`src/rtl/muldiv_sched.sv`:
```
// HI/LO owner and sequencer for MULT/MULTU/DIV/DIVU/MTHI/MTLO: 32-step shift-add multiply
// or restoring divide on operand magnitudes, followed by one sign-fixup/write cycle.
module muldiv_sched (
  input  logic        clk,
  input  logic        resetn,
  input  logic        req_valid,
  input  logic [2:0]  req_op,
  input  logic [31:0] req_a,
  input  logic [31:0] req_b,
  input  logic        mf_req,
  input  logic        flush,
  output logic [31:0] hi,
  output logic [31:0] lo,
  output logic        busy,
  output logic        stall,
  output logic        done
);

  typedef enum logic [1:0] {StIdle, StMul, StDiv, StFix} state_e;

  state_e      state_q, state_d;
  logic [4:0]  cnt_q, cnt_d;
  logic [63:0] acc_q, acc_d;
  logic [31:0] opb_q, opb_d;
  logic [31:0] orig_a_q, orig_a_d;
  logic        neg_quo_q, neg_quo_d;
  logic        neg_rem_q, neg_rem_d;
  logic        is_div_q, is_div_d;
  logic        dz_q, dz_d;
  logic [31:0] hi_q, hi_d;
  logic [31:0] lo_q, lo_d;
  logic        done_q, done_d;

  logic        signed_op;
  logic [31:0] abs_a, abs_b;
  logic [32:0] mul_sum;
  logic [32:0] rem_sh;
  logic [31:0] div_sub;
  logic        div_ge;
  logic [63:0] prod_fix;

  assign signed_op = (req_op == 3'd0) || (req_op == 3'd2);
  assign abs_a     = req_a[31] ? 32'd0 - req_a : req_a;
  assign abs_b     = req_b[31] ? 32'd0 - req_b : req_b;
  assign mul_sum   = {1'b0, acc_q[63:32]} + (acc_q[0] ? {1'b0, opb_q} : 33'd0);
  // Remainder after the left shift; it is below 2*divisor so 33 bits suffice.
  assign rem_sh    = acc_q[63:31];
  assign div_ge    = rem_sh >= {1'b0, opb_q};
  assign div_sub   = rem_sh[31:0] - opb_q;
  assign prod_fix  = neg_quo_q ? 64'd0 - acc_q : acc_q;

  always_comb begin
    state_d   = state_q;
    cnt_d     = cnt_q;
    acc_d     = acc_q;
    opb_d     = opb_q;
    orig_a_d  = orig_a_q;
    neg_quo_d = neg_quo_q;
    neg_rem_d = neg_rem_q;
    is_div_d  = is_div_q;
    dz_d      = dz_q;
    hi_d      = hi_q;
    lo_d      = lo_q;
    done_d    = 1'b0;

    unique case (state_q)
      StIdle: begin
        if (req_valid && !flush) begin
          case (req_op)
            3'd0, 3'd1, 3'd2, 3'd3: begin
              acc_d     = {32'd0, signed_op ? abs_a : req_a};
              opb_d     = signed_op ? abs_b : req_b;
              neg_quo_d = signed_op & (req_a[31] ^ req_b[31]);
              neg_rem_d = signed_op & req_a[31];
              orig_a_d  = req_a;
              dz_d      = (req_b == 32'd0);
              is_div_d  = req_op[1];
              cnt_d     = 5'd0;
              state_d   = req_op[1] ? StDiv : StMul;
            end
            3'd4:    hi_d = req_a;
            3'd5:    lo_d = req_a;
            default: ;
          endcase
        end
      end
      StMul: begin
        acc_d = {mul_sum, acc_q[31:1]};
        cnt_d = cnt_q + 5'd1;
        if (cnt_q == 5'd31) state_d = StFix;
      end
      StDiv: begin
        acc_d = {div_ge ? div_sub : rem_sh[31:0], acc_q[30:0], div_ge};
        cnt_d = cnt_q + 5'd1;
        if (cnt_q == 5'd31) state_d = StFix;
      end
      StFix: begin
        if (!is_div_q) begin
          hi_d = prod_fix[63:32];
          lo_d = prod_fix[31:0];
        end else if (dz_q) begin
          hi_d = orig_a_q;
          lo_d = 32'hFFFF_FFFF;
        end else begin
          hi_d = neg_rem_q ? 32'd0 - acc_q[63:32] : acc_q[63:32];
          lo_d = neg_quo_q ? 32'd0 - acc_q[31:0] : acc_q[31:0];
        end
        done_d  = 1'b1;
        state_d = StIdle;
      end
      default: state_d = StIdle;
    endcase

    // Flush beats everything in flight, including the FIX write.
    if (flush && state_q != StIdle) begin
      state_d = StIdle;
      hi_d    = hi_q;
      lo_d    = lo_q;
      done_d  = 1'b0;
    end
  end

  always_ff @(posedge clk or negedge resetn) begin
    if (!resetn) begin
      state_q   <= StIdle;
      cnt_q     <= 5'd0;
      acc_q     <= 64'd0;
      opb_q     <= 32'd0;
      orig_a_q  <= 32'd0;
      neg_quo_q <= 1'b0;
      neg_rem_q <= 1'b0;
      is_div_q  <= 1'b0;
      dz_q      <= 1'b0;
      hi_q      <= 32'd0;
      lo_q      <= 32'd0;
      done_q    <= 1'b0;
    end else begin
      state_q   <= state_d;
      cnt_q     <= cnt_d;
      acc_q     <= acc_d;
      opb_q     <= opb_d;
      orig_a_q  <= orig_a_d;
      neg_quo_q <= neg_quo_d;
      neg_rem_q <= neg_rem_d;
      is_div_q  <= is_div_d;
      dz_q      <= dz_d;
      hi_q      <= hi_d;
      lo_q      <= lo_d;
      done_q    <= done_d;
    end
  end

  assign hi    = hi_q;
  assign lo    = lo_q;
  assign busy  = (state_q != StIdle);
  assign stall = busy & (req_valid | mf_req);
  assign done  = done_q;

endmodule

```
`config.mk`:
```
export PLATFORM = sky130hd
export DESIGN_NAME = muldiv_sched
export DESIGN_NICKNAME = d
export VERILOG_FILES = /design/src/rtl/muldiv_sched.sv
export SDC_FILE = /design/constraint.sdc
export NUM_CORES = 1
export LEC_CHECK = 0
export CORE_MARGIN = 10
export CORE_UTILIZATION = 35
export CTS_BUF_LIST = sky130_fd_sc_hd__clkbuf_4
export DETAILED_ROUTE_END_ITERATION = 16
export GPL_TIMING_DRIVEN = 0
export SLEW_MARGIN = 25
export SYNTH_ARGS = -nofsm -noshare
export SYNTH_HDL_FRONTEND = slang
export SYNTH_SLANG_ARGS = --single-unit
```
`constraint.sdc`:
```
create_clock -name clk -period 4.7 [get_ports clk]
set_clock_uncertainty 0.1 [all_clocks]
set_input_delay 1.41 -clock clk [delete_from_list [all_inputs] [get_ports clk]]
set_output_delay 1.41 -clock clk [all_outputs]
set_load 0.005 [all_outputs]
```
# --- After elaboration in Yosys (flattened, before gate mapping) ---
# Cells that the tools add are included.
# W data, S select, Z words.
classes:
  n_eq_ne: 16
  mul: 0
  bitwise_logic: 6
  mux: 33
  reduce_logical: 19
  n_lt_le_gt_ge: 1
  shifts: 0
  n_div: 0
  addsub: 8
ops:
  columns: ["op", "n"]
  rows:
  - ["$mux W32", 16]
  - ["$mux W64", 3]
  - ["$pmux W64 S3", 1]
  - ["$pmux W32 S2", 2]
  - ["$sub A1 B32 Y32 const A", 4]
  - ["$sub A1 B64 Y64 const A", 1]
  - ["$add A32 B32 Y33", 1]
  - ["$ge A33 B32 Y1", 1]
  - ["$logic_not A32 Y1", 1]
  - ["$sub A32 B32 Y32", 1]
  - ["$reduce_and A3 Y1", 4]
  - ["$mux W2", 5]
  - ["$mux W5", 2]
  - ["$pmux W5 S2", 1]
  - ["$reduce_and A4 Y1", 2]
  - ["$eq A3 B2 Y1 const B", 2]
  - ["$eq A3 B3 Y1 const B", 2]
  - ["$ne A2 B1 Y1 const B", 3]
  - ["$pmux W2 S3", 1]
  - ["$reduce_bool A2 Y1", 3]
  - ["$add A5 B1 Y5 const B", 1]
  - ["$eq A5 B5 Y1 const B", 1]
  - ["$eq A2 B2 Y1 const B", 2]
  - ["$reduce_or A4 Y1", 1]
  - ["18 further kinds", 22]
totals:
  latch_bits: 0
  romBits: 0
  mem_count: 0
  mem_bits_rw: 0
  reg_bits: 204
  elab_cells: 95

# --- Longest topological paths before layout ---
# Gate-level depths: netlist (run 1).
depth:
  depth_word: 6
  mapped_depth: 17

# --- Worst setup path before layout (run 1) ---
# Ideal clock, no wire load.
synth_path:
  path_kind: "input to register"
  from: "input port req_a[15]"
  to: "register acc_q[29]"
  setup_slack_ns: 0.537
  setup_time_ns: 0.126
  arrival_time_ns: 3.937
  t_required_ns: 4.474
  path_stages: 10
  path_cell_list: "clkbuf_1 > or4_1 > or3_1 > nor3_1 > nand4_1 > or3_1 > nor4_1 > a21oi_1 > xor2_1 > a221o_1"
synth_via:
  elab_chain_cells: 6
synth_rtl:
  columns: ["item", "line_no", "rtl"]
  rows:
  - ["start: declaration", "8", "input logic [31:0] req_a,"]
  - ["$sub A1 B32 Y32", "43", "assign abs_a = req_a[31] ? 32'd0 - req_a : req_a;"]
  - ["$mux W32", "43", null]
  - ["$mux W32", "71", "acc_d = {32'd0, signed_op ? abs_a : req_a};"]
  - ["$mux W64", "69", "case (req_op)"]
  - ["$mux W64", "68", "if (req_valid && !flush) begin"]
  - ["$pmux W64 S3", "66", "unique case (state_q)"]
  - ["end signal: assignment", "127", "acc_q <= 64'd0;"]
  - ["end signal: assignment", "140", "acc_q <= acc_d;"]
  - ["end: declaration", "23", "logic [63:0] acc_q, acc_d;"]
# No other way between the ends. The select of a mux whose other input is x is not followed.
# A chain may end at the register's enable or synchronous reset.

# --- Worst setup path in the final report (run 1) ---
layout_path:
  from: "register acc_q[0]"
  to: "register acc_q[58]"
layout_via:
  elab_chain_cells: 3
layout_rtl:
  columns: ["item", "line_no", "rtl"]
  rows:
  - ["$mux W32", "45", "assign mul_sum = {1'b0, acc_q[63:32]} + (acc_q[0] ? {1'b0, opb_q} : 33'd0);"]
  - ["$add A32 B32 Y33", "45", null]
  - ["$pmux W64 S3", "66", null]
# No other way between the ends.

==> flow_summary.json, run 1 <==
{
  "rsz0062_at_grt": "false",
  "top_layer": "met4",
  "via_per_inst": 5.72,
  "wl_met2_mm": 32.0,
  "rows": 78,
  "min_path_type": "primary input to async pin",
  "synthSimpleGateAreaFrac": 0.195,
  "cts_hold_buf": 0,
  "grt_usage": 0.229,
  "met3_wirelength_mm": 4.22,
  "totalWireLength_mm": 66.5,
  "setup_viol": 0,
  "grt_pass1_wl_mm": 100,
  "cts_buffers": 61,
  "synth-main-ff-cell": "dfrtp_1",
  "synth_xor_area_frac": 0.0897,
  "antenna_found_initial": 1,
  "die-area_mm2": 0.0553,
  "synth_edf_count": 0,
  "postRouteAntennaNets": 0,
  "hold_viol": 0,
  "final_cells": 2952,
  "start_util": 0.356,
  "status": "finished clean",
  "num-fill-cells": 4692,
  "grt_max_degree": 85,
  "dp_hpwl_mm": 51.6,
  "synth_cells": 2111,
  "avgRoutedWirePerCell_um": 22.5,
  "synthDistinctLibCells": 76,
  "io_pins": 139,
  "htreeDepth": 2,
  "drcViolationCount": 0,
  "synth_compound_area_frac": 0.266,
  "drtIter0Drc": 1460,
  "gp_routability_congestion": 1.00,
  "slew_headroom": 0.349,
  "fmaxAchievable_mhz": 223,
  "min_period_over_period": 0.954,
  "synth_area_mm2": 0.0162,
  "clkTransAtPathRegs_ns": 0.07,
  "ir_drop_v": 0.000277,
  "worstPathArrival_ns": 5.03,
  "synth-warning-count": 0,
  "die_x_um": 235,
  "avgSynthCellArea_um2": 7.68,
  "grt_pass1_vias": 16740,
  "synth_mux_area_frac": 0.0227,
  "holdWs_ns": 0.368,
  "maxCapViolations": 0,
  "drv_slew": 0,
  "max_stage_delay_ns": 0.67,
  "area_growth_syn_to_layout_pct": 17.8,
  "critPathRequiredTime_ns": 5.25,
  "cts_tree": "yes",
  "ys_seq_area_frac": 0.315,
  "power.leakage_uw": 0.00815,
  "ys_ff_latch": 204,
  "core_mm2": 0.0456,
  "port_buffers": 129,
  "fin_nets": 2453,
  "vias": 16882,
  "power_density_mw_per_mm2": 739,
  "crit_buf_inv": 2,
  "worstPathMaxFanout": 10,
  "critPathKind": "flop to flop",
  "root_buffer": "clkbuf_4",
  "drive_gt1_frac": 0.0583,
  "met1_length_mm": 27.4,
  "worst_slew_pin_slew_ns": 0.976,
  "worst_setup_path_end_kind": "flop",
  "synth_top_family_by_area": "compound AO/OA/AOI/OAI gates",
  "clk_path_buf_depth": 3,
  "yosysTopAreaCell": "dfrtp_1",
  "crit_family": "compound AO/OA/AOI/OAI gates",
  "syn-num-nets": 2259,
  "path_cells": "inv_1 > clkbuf_2 > nor2_1 > ha_1 > o21ai_0 > nor2_1 > o31ai_2 > o21ai_0 > a31oi_1 > o31a_1 > o311ai_1 > a21boi_0 > xor2_1 > o221ai_1",
  "cpMaxStageDelayCell": "o311ai_1",
  "netlist_top_cells_count": "nand2_1, o21ai_0, dfrtp_1",
  "period_minus_slack_ns": 4.48,
  "yosysMostFrequentCell": "nand2_1",
  "post-route-util": 0.419,
  "start_kind": "flop",
  "overflow": 0,
  "synthTopCellsByArea": "dfrtp_1, nand2_1, o21ai_0",
  "detail_route.first_pass.iterations": 6,
  "synthAdderAreaFrac": 0.0596,
  "total_power_uw": 14100,
  "placed_cells": 2843,
  "cts_sinks": 204,
  "async_flop_share": 1.00,
  "yosysTopAreaCellShare": 0.315,
  "die_y_um": 235,
  "clk_latency_ns": 0.86
}
==> per-stage QoR <==
stage               TNS (ns)  instance area [µm²]  setup WS [ns]
floorplan                  0                16200          0.537
global placement    -1397.89                18200          -6.86
detailed placement     -4.71                18300         -0.476
CTS                        0                19100        0.00322
global route               0                19100         0.0458
finish                     0                19100          0.218
==> flip-flops by register name, indices dropped and copies added, names as in the netlist <==
name       flops
state_q        2
done           1
dz_q           1
neg_rem_q      1
cnt_q          5
lo            32
orig_a_q      32
acc_q         64
opb_q         32
neg_quo_q      1
is_div_q       1
hi            32
==> cell usage in the layout (no fill, tap or decap), types with 35 or more instances in the layout <==
cell / netlist / final
ha_1: 74 / 74
a21oi_1: 145 / 145
xnor2_1: 118 / 118
xor2_1: 48 / 48
o21ai_0: 273 / 272
clkdlybuf4s50_1: 0 / 128
nand2_1: 365 / 365
clkbuf_4: 1 / 84
nor2_1: 133 / 132
o22ai_1: 44 / 44
inv_1: 71 / 71
clkbuf_1: 121 / 116
nand3_1: 35 / 35
a22oi_1: 49 / 49
dfrtp_1: 204 / 203
==> logic make-up after synthesis <==
logic type | count (synthesis)
AO/OA/AOI/OAI | 708
XOR/XNOR | 166
adder cells (fa/ha/maj) | 76
buffers and inverters | 217
flip-flops | 204
multiplexers | 36
AND/OR/NAND/NOR | 704
==> final timing paths <==
kind	from	to	slack, ns	depth (start not counted)
worst max-delay path	acc_q[0]$_DFFE_PN0P_	acc_q[58]$_DFFE_PN0P_	0.22	14
worst min-delay path	resetn	acc_q[9]$_DFFE_PN0P_	0.37	1
min in group clk	opb_q[9]$_DFFE_PN0P_	opb_q[9]$_DFFE_PN0P_	0.38	2
worst max register to register	acc_q[0]$_DFFE_PN0P_	acc_q[58]$_DFFE_PN0P_	0.22	14
worst min register to register	opb_q[9]$_DFFE_PN0P_	opb_q[9]$_DFFE_PN0P_	0.38	2
max in group asynchronous	resetn	opb_q[17]$_DFFE_PN0P_	3.25	2
==> area by class of cell <==
type | count | area [µm²] | share of cell area
plain buffers | 144 | 581 | 0.0304
multi-input cells | 1690 | 10300 | 0.538
flip-flops and latches | 204 | 5110 | 0.267
inverters | 72 | 270 | 0.0141
diodes | 1 | 2.50 | 0.000131
clock buffers | 81 | 608 | 0.0318
repair buffers | 132 | 1360 | 0.0710
well taps | 600 | 751 | 0.0393
clock inverters | 28 | 149 | 0.00780
==> metal layers <==
metal  vias to the layer above  global-route usage
met5                         -                   0
met4                         0               0.104
met3                       155              0.0364
met2                       683               0.393
met1                      8085               0.277
li1                       7959                   -
==> where the power goes <==
part           internal [µW]  switching (µW)
combinational           3410            5630
sequential              2540             755
clock                    862             915
total                   6810            7300
==> repair_timing <==
| item | CTS | global route |
|---|---|---|
| gates resized for setup | 6 | 10 |
| setup buffers | 0 | 0 |
| endpoints found under the hold margin | 0 | 0 |
| setup endpoints to repair | 26 | 26 |
(Power assumes the default switching activity.)
==> run 2, diff against run 1 <==
--- a/config.mk
+++ b/config.mk
@@ -5,11 +5,14 @@
 export SDC_FILE = /design/constraint.sdc
 export NUM_CORES = 1
 export LEC_CHECK = 0
+export CELL_PAD_IN_SITES_DETAIL_PLACEMENT = 1
+export CELL_PAD_IN_SITES_GLOBAL_PLACEMENT = 2
 export CORE_MARGIN = 10
 export CORE_UTILIZATION = 35
 export CTS_BUF_LIST = sky130_fd_sc_hd__clkbuf_4
 export DETAILED_ROUTE_END_ITERATION = 16
 export GPL_TIMING_DRIVEN = 0
+export PLACE_DENSITY_LB_ADDON = 0.1
 export SLEW_MARGIN = 25
 export SYNTH_ARGS = -nofsm -noshare
 export SYNTH_HDL_FRONTEND = slang
==> run 2 against run 1 <==
Sequential share of layout area about the same. Flip-flop and latch count unchanged. Combinational power increased by 0.9%. Final cell count decreased by 0.17%. Die area unchanged. Worst hold slack about the same. Total power increased by 0.72%. Setup slack improved by 0.0061 ns. Critical path type is now primary input to flop. Critical endpoint is now acc_q[29]$_DFFE_PN0P_.
==> flow_summary.json, run 2 (synthesized netlist as in run 1, its figures left out) <==
{
  "totalWireLength_mm": 72.4,
  "min_path_type": "flop to flop",
  "detail_route.first_pass.iterations": 5,
  "cts_sinks": 204,
  "postRouteAntennaNets": 0,
  "final_common_cell": "nand2_1",
  "slew_headroom": 0.267,
  "holdWs_ns": 0.368,
  "vias": 16884,
  "overflow": 0,
  "drv_slew": 0,
  "critPathKind": "primary input to flop",
  "reg2reg_from": "acc_q[34]$_DFFE_PN0P_",
  "ff2ff_setup_slack_ns": 0.23,
  "via_per_inst": 5.73,
  "clk_latency_ns": 0.84,
  "start_kind": "primary input",
  "num-fill-cells": 5658,
  "grt_max_degree": 88,
  "io_pins": 139,
  "hold_path_depth": 2,
  "area_growth_syn_to_layout_pct": 18.0,
  "total_power_uw": 14200,
  "drcViolationCount": 0,
  "min_from": "hi[1]$_DFFE_PN0P_",
  "worst_slew_pin_slew_ns": 1.10,
  "power_density_mw_per_mm2": 743,
  "dp_hpwl_mm": 57.0,
  "worst_setup_path_end_kind": "flop",
  "grt_pass1_wl_mm": 110,
  "clkTransAtPathRegs_ns": 0.06,
  "drive_gt1_frac": 0.0614,
  "worstPathArrival_ns": 5.08,
  "rsz0062_at_grt": "false",
  "post_cts.repair.setup_buffers": 0,
  "setup_viol": 0,
  "reg2reg_depth": 12,
  "fmaxAchievable_mhz": 223,
  "drtIter0Drc": 1056,
  "port_buffers": 129,
  "regMostFlops": "acc_q",
  "cts_buffers": 60,
  "period_minus_slack_ns": 4.48,
  "rows": 78,
  "post-route-util": 0.420,
  "layout_common_cells": "nand2_1, o21ai_0, dfrtp_1, a21oi_1, nor2_1",
  "power.leakage_uw": 0.00816,
  "htreeDepth": 2,
  "grt_pass1_vias": 17537,
  "grt_usage": 0.253,
  "core_mm2": 0.0456,
  "pre_cts_ws_ns": -0.789,
  "ir_drop_v": 0.000294,
  "die-area_mm2": 0.0553,
  "maxCapViolations": 0,
  "holdPathEnd": "hi[1]$_DFFE_PN0P_",
  "largest_reg_flops": 64,
  "cts_tree": "yes",
  "critPathRequiredTime_ns": 5.31,
  "die_x_um": 235,
  "multi_input_area_mm2": 0.0103,
  "start_util": 0.356,
  "regArea_mm2": 0.00510,
  "antenna_found_initial": 3,
  "gp_routability_congestion": 0.951,
  "setup_slack_ns": 0.224,
  "die_y_um": 235,
  "root_buffer": "clkbuf_4",
  "clk_path_buf_depth": 3,
  "avgRoutedWirePerCell_um": 24.6,
  "fin_nets": 2452,
  "hold_viol": 0,
  "min_period_over_period": 0.952,
  "reg2reg_to": "acc_q[55]$_DFFE_PN0P_",
  "worstPathMaxFanout": 5,
  "status": "finished clean"
}
-- run 2: worst max path at each step --
stage                          startpoint               endpoint
floorplan                       req_a[15]  acc_q[29]$_DFFE_PN0P_
global placement                   resetn  opb_q[28]$_DFFE_PN0P_
detailed placement               req_b[0]  opb_q[30]$_DFFE_PN0P_
CTS                  acc_q[0]$_DFFE_PN0P_  acc_q[63]$_DFFE_PN0P_
global route        acc_q[31]$_DFFE_PN0P_  acc_q[55]$_DFFE_PN0P_
finish                          req_a[16]  acc_q[29]$_DFFE_PN0P_
-- run 2: power by group --
group          internal (µW)  switching, µW  total (µW)
logic                   3400           5720        9120
registers               2540            766        3310
clock network            916            868        1780
total                   6860           7360       14200
-- run 2: stage by stage --
step           cells  setup TNS (ns)  area [µm²]
2_1_floorplan   2111               0       16200
3_3_place_gp    2840        -1470.11       18200
3_5_place_dp    2843          -10.66       18300
4_1_cts         2946               0       19100
5_1_grt         2947               0       19100
6_report        2947               0       19100
-- run 2: timing repair --
action,4_1_cts,5_1_grt
hold buffers,0,0
endpoints found under the setup margin,27,9
resized for setup,8,10
hold endpoints to repair,0,0
-- run 2: worst max-delay path, cell delays in order --
cell,delay [ns]
clkdlybuf4s50_1,0.58
or4_1,0.60
or3_1,0.37
nor3_1,0.32
nand4_1,0.25
or3_1,0.40
nor4_1,0.46
a21oi_1,0.17
xor2_1,0.18
a221o_1,0.33
-- run 2: layout make-up --
class	instances	share of cell area
well taps	600	0.0393
plain buffers	144	0.0303
clock inverters	14	0.00432
diodes	1	0.000131
clock buffers	90	0.0353
flip-flops and latches	204	0.267
repair buffers	132	0.0709
multi-input cells	1690	0.539
inverters	72	0.0141
-- run 2: metal layers --
metal	GRT usage	vias up	share of wire
met1	0.319	8355	0.44
met4	0.109	0	0.041
li1	-	7935	-
met3	0.0359	137	0.045
met2	0.424	457	0.47
met5	0	-	0
